### src/rtl/feed_sequencer.sv
// feed_sequencer: paces samples from a synchronous ROM into a valid/ready consumer.
// A programmable interval timer generates ticks; each tick fetches one ROM word,
// which is then held on sample_data until the consumer accepts it. Ticks that
// land while a sample is still in flight are dropped and counted as overruns.
//
// Optional feature macro: FEED_LOOP_EN
//   defined   - the run wraps from last_addr back to address 0 indefinitely.
//   undefined - the run stops in DONE after the sample at last_addr is accepted.
module feed_sequencer #(
  parameter int unsigned ADDR_WIDTH = 16,
  parameter int unsigned DATA_WIDTH = 8,
  parameter int unsigned DIV_WIDTH  = 16
) (
  input  logic                  clk,
  input  logic                  rst,
  input  logic                  start,
  input  logic                  stop,
  input  logic [DIV_WIDTH-1:0]  interval,
  input  logic [ADDR_WIDTH-1:0] last_addr,
  output logic [ADDR_WIDTH-1:0] rom_addr,
  input  logic [DATA_WIDTH-1:0] rom_dout,
  output logic [DATA_WIDTH-1:0] sample_data,
  output logic                  sample_valid,
  input  logic                  sample_ready,
  output logic                  busy,
  output logic                  done,
  output logic [7:0]            overrun_cnt
);

  typedef enum logic [2:0] {
    StIdle,
    StWait,
    StFetch,
    StPresent,
    StDone
  } state_e;

  // Periods shorter than 3 cycles cannot fit WAIT, FETCH and PRESENT.
  localparam logic [DIV_WIDTH-1:0] IntervalMin = DIV_WIDTH'(2);

  state_e                  state_q, state_d;
  logic [ADDR_WIDTH-1:0]   addr_q, addr_d;
  logic [ADDR_WIDTH-1:0]   last_q, last_d;
  logic [DIV_WIDTH-1:0]    cnt_q, cnt_d;
  logic [DIV_WIDTH-1:0]    interval_q, interval_d;
  logic [DATA_WIDTH-1:0]   data_q, data_d;
  logic [7:0]              ovr_q, ovr_d;

  logic                    running;
  logic                    tick;
  logic [DIV_WIDTH-1:0]    interval_clamped;
  logic [7:0]              ovr_inc;

  // Run-status decode, tick detection and helper values.
  always_comb begin
    running          = (state_q == StWait) || (state_q == StFetch) || (state_q == StPresent);
    tick             = running && (cnt_q == interval_q);
    interval_clamped = (interval < IntervalMin) ? IntervalMin : interval;
    ovr_inc          = (ovr_q == 8'hFF) ? ovr_q : ovr_q + 8'd1;
  end

  // Next-state logic for the FSM, timer and datapath registers.
  always_comb begin
    state_d    = state_q;
    addr_d     = addr_q;
    last_d     = last_q;
    cnt_d      = cnt_q;
    interval_d = interval_q;
    data_d     = data_q;
    ovr_d      = ovr_q;

    // Free-running timer while a run is active; it does not care about the FSM phase.
    if (running) begin
      cnt_d = tick ? '0 : cnt_q + DIV_WIDTH'(1);
    end

    unique case (state_q)
      StIdle, StDone: begin
        if (stop) begin
          state_d = StIdle;
        end else if (start) begin
          state_d    = StWait;
          addr_d     = '0;
          cnt_d      = '0;
          ovr_d      = '0;
          interval_d = interval_clamped;
          last_d     = last_addr;
        end
      end

      StWait: begin
        if (stop) begin
          state_d = StIdle;
        end else if (tick) begin
          state_d = StFetch;
        end
      end

      StFetch: begin
        if (stop) begin
          state_d = StIdle;
        end else begin
          // rom_addr has been stable since at least the previous cycle, so rom_dout is valid.
          data_d  = rom_dout;
          state_d = StPresent;
          if (tick) begin
            ovr_d = ovr_inc;
          end
        end
      end

      StPresent: begin
        if (stop) begin
          state_d = StIdle;
        end else begin
          if (tick) begin
            ovr_d = ovr_inc;
          end
          if (sample_ready) begin
            if (addr_q == last_q) begin
`ifdef FEED_LOOP_EN
              addr_d  = '0;
              state_d = StWait;
`else
              state_d = StDone;
`endif
            end else begin
              addr_d  = addr_q + ADDR_WIDTH'(1);
              state_d = StWait;
            end
          end
        end
      end

      default: begin
        state_d = StIdle;
      end
    endcase
  end

  // State and datapath registers with asynchronous active-high reset.
  always_ff @(posedge clk or posedge rst) begin
    if (rst) begin
      state_q    <= StIdle;
      addr_q     <= '0;
      last_q     <= '0;
      cnt_q      <= '0;
      interval_q <= IntervalMin;
      data_q     <= '0;
      ovr_q      <= '0;
    end else begin
      state_q    <= state_d;
      addr_q     <= addr_d;
      last_q     <= last_d;
      cnt_q      <= cnt_d;
      interval_q <= interval_d;
      data_q     <= data_d;
      ovr_q      <= ovr_d;
    end
  end

  // Outputs are decoded from registered state so they drop as soon as reset asserts.
  always_comb begin
    rom_addr     = addr_q;
    sample_data  = data_q;
    sample_valid = (state_q == StPresent);
    busy         = running;
    done         = (state_q == StDone);
    overrun_cnt  = ovr_q;
  end

endmodule

### config.mk
export PLATFORM = sky130hd
export DESIGN_NAME = feed_sequencer
export DESIGN_NICKNAME = d
export VERILOG_FILES = /design/src/rtl/feed_sequencer.sv
export SDC_FILE = /design/constraint.sdc
export NUM_CORES = 1
export LEC_CHECK = 0
export CAP_MARGIN = 20
export CORE_UTILIZATION = 45
export CTS_BUF_LIST = sky130_fd_sc_hd__clkbuf_2 sky130_fd_sc_hd__clkbuf_4 sky130_fd_sc_hd__clkbuf_8
export CTS_CLUSTER_SIZE = 10
export DETAILED_ROUTE_END_ITERATION = 10
export DONT_BUFFER_PORTS = 1
export SLEW_MARGIN = 20
export SYNTH_ARGS = -nofsm -noshare
export SYNTH_HDL_FRONTEND = slang
export SYNTH_SLANG_ARGS = --single-unit
### constraint.sdc
create_clock -name clk -period 2.92 [get_ports clk]
set_input_delay 0.584 -clock clk [delete_from_list [all_inputs] [get_ports clk]]
set_output_delay 0.584 -clock clk [all_outputs]
set_load 0.02 [all_outputs]
==> summary.txt <==
Clock Latency Late Sink: 0.36 ns
Syn_area_per_cell: 9.305 um2
Synth-to-layout area growth: 8.502%
CP max stage delay: 0.61 ns
# IOs: 80
Clock skew: 0.01257 ns
Die footprint: 0.009611 mm2
Final Hold Viols: 0
IO Port Bufs: 0
Fmax: 385.1 MHz
Pre-antenna DRT Iters: 7
CP Class: reg -> reg
Initial Utilization: 47.13%
Global-route wire length before repair: 16010 um
Clock-pin slew on the worst setup and hold paths: 0.09 ns
Placeable core area: 0.008806 mm2
Gate Count Post-Synth: 446
Seq/Total Area, Yosys: 50.08%
Antenna-violating nets left: 0
Chip height: 98.04 um
Drt initial violations: 150
Critical path required time: 3.22 ns
Worst Hold Class: in -> async
DR vias/cell: 5.550
Grt total ovfl: 0
Vias: 3147
Routed len/inst: 16.77 um
Power density cells: 536.7 mW/mm2
Ys async rst share: 100.0%
Max cap viols: 0
Drc violations: 5
Ant. Diodes: 0
Sum Neg Setup Slack: 0 ns
Final setup violating endpoints: 0
Gr usage total: 21.50%
CP Launch Type: flop
Critical path arrival: 2.90 ns
Mapped Area: 0.004150 mm2
CTS Buf Count: 9
Share of cells above drive strength 1: 10.46%
Max Slew Vio Count: 0
EDFF count, synth: 0
Setup Fix Bufs, Post-CTS: 0
Post-route cell area: 0.004503 mm2
CP max stage cell: or4_1
Vias in the first global route: 3094
GP Congestion: 0.8303
Unrepaired setup endpoints after global routing: no
FP Rows: 34
Largest net degree at the start of global routing: 47
Sink Count: 83
Clock tree buffer depth: 2
Worst Tran Pin Value: 0.8423 ns
Primary FF master, synth: dfrtp_1
Die width: 98.04 um
Warnings from Yosys: 0
Status: complete, but fails checks
Tmin final: 2.597 ns
# nets final: 502
Clock root cell: clkbuf_8
Post-CTS Resized: 0
Hpwl dp: 6887 um
Power Total: 2.417 mW
H-tree depth: 3
Hold-fix buffers, CTS: 0
Worst rel slew slack: 43.79%
CP Capture Type: flop
CTS tree: built
Max FO, Critical Path: 12
Failing checks: DRC
Placement Setup Slack: 0.3092 ns
Fillers: 837
Worst vdd ir: 0.2523 mV
Pleak: 2.110 nW
Initial antenna violation count: 0
Final WS setup: 0.3231 ns
Crit share post-route: 88.94%
Cell Area, Placed: 0.004327 mm2
Syn Nets: 494
CP cell instances: or3b_4 > a21oi_2 > and2_2 > o2111ai_1 > or4_1 > a21oi_1
Detailed Route WL: 9510 um
Yosys reg bits: 83
Synth unique cells: 45
==> flip-flops by register name, indices dropped and copies added, names as in the netlist <==
| name | count |
|---|---|
| state_q | 3 |
| cnt_q | 16 |
| last_q | 16 |
| rom_addr | 16 |
| overrun_cnt | 8 |
| sample_data | 8 |
| interval_q | 16 |
==> cell type report <==
type,count,area [um2],share of cell area [%]
flip-flops and latches,83,2078,46.15
multi-input cells,339,1968,43.71
well taps,108,135.1,3.001
clock buffers,9,123.9,2.751
repair buffers,14,117.6,2.612
clock inverters,7,52.55,1.167
inverters,7,27.53,0.6113
==> per-layer routing <==
metal | global-route usage [%] | wire length [um]
met3 | 3.651 | 504
met5 | 0 | 0
met2 | 31.42 | 4257
met1 | 31.85 | 4580
met4 | 8.159 | 167
==> per-stage QoR <==
step / util (%) / cells / hold WS (ns)
after CTS: 51.14 / 567 / 0.2004
final: 51.14 / 567 / 0.1790
after detailed placement: 49.13 / 551 / 0.4893
after floorplan: - / 446 / 0.4652
after global placement: 49.13 / 551 / 0.4805
after global routing: 51.14 / 567 / 0.2211
==> logic make-up after synthesis <==
| family | share of synthesized area [%] |
|---|---|
| buffers and inverters | 2.653 |
| multiplexers | 2.171 |
| XOR/XNOR | 10.55 |
| adder cells (fa/ha/maj) | 0.9045 |
| AO/OA/AOI/OAI | 7.326 |
| AND/OR/NAND/NOR | 26.32 |
| flip-flops | 50.08 |
==> cells in the final DEF (no fill, tap or decap), types with 2 or more instances in the layout <==
master	count
clkbuf_8	9
buf_4	13
clkinv_4	3
nor2b_1	2
or4_1	9
a21oi_1	11
xor2_1	31
nand2_1	121
o211ai_1	6
ha_1	3
nor4_1	8
o31ai_1	6
nor3_1	9
dfrtp_1	82
inv_1	6
mux2_2	8
clkinv_2	3
nor2_1	25
o2111ai_1	2
or3_1	4
nand3_1	25
nand3b_1	2
o21ai_0	10
and3_1	5
o21a_1	2
xnor2_1	19
nand4_1	13
==> cells in the mapped netlist (2+ instances only) <==
| master | count | share of area, % |
|---|---|---|
| nand2_1 | 121 | 11 |
| dfrtp_1 | 82 | 49 |
| xor2_1 | 31 | 6.5 |
| nand3_1 | 25 | 3.0 |
| nor2_1 | 25 | 2.3 |
| xnor2_1 | 19 | 4.0 |
| nand4_1 | 13 | 2.0 |
| a21oi_1 | 11 | 1.3 |
| clkbuf_1 | 11 | 0.99 |
| o21ai_0 | 10 | 1.2 |
| nor3_1 | 9 | 1.1 |
| or4_1 | 9 | 1.6 |
| mux2_2 | 8 | 2.2 |
| nor4_1 | 8 | 1.2 |
| inv_1 | 7 | 0.63 |
| o211ai_1 | 6 | 1.1 |
| o31ai_1 | 6 | 1.1 |
| and3_1 | 5 | 0.75 |
| buf_2 | 4 | 0.48 |
| or3_1 | 4 | 0.60 |
| ha_1 | 3 | 0.90 |
| buf_6 | 2 | 0.54 |
| nand3b_1 | 2 | 0.36 |
| nor2b_1 | 2 | 0.30 |
| o2111ai_1 | 2 | 0.42 |
| o21a_1 | 2 | 0.36 |
==> report_power, final <==
| part | internal, mW | switching [mW] |
|---|---|---|
| Sequential | 1.25 | 0.110 |
| Combinational | 0.126 | 0.165 |
| Clock | 0.313 | 0.451 |
==> path summary, 6_finish.rpt <==
kind,from,to,slack [ns],cells after the start
worst min register to register,interval_q[2],interval_q[2],0.50,2
worst min-delay path,rst,sample_data[4],0.18,1
worst max register to register,state_q[1],rom_addr[9],0.32,6
worst max-delay path,state_q[1],rom_addr[9],0.32,6
max in group asynchronous,rst,interval_q[1],2.02,2
min in group clk,stop,state_q[0],0.28,1
==> worst max-delay path: cells and delay by family (launching register included) <==
kind	cells	cell delay [ns]
AND/OR/NAND/NOR	3	1.26
flip-flops	1	0.51
AO/OA/AOI/OAI	3	0.76
(Power assumes the default switching activity.)
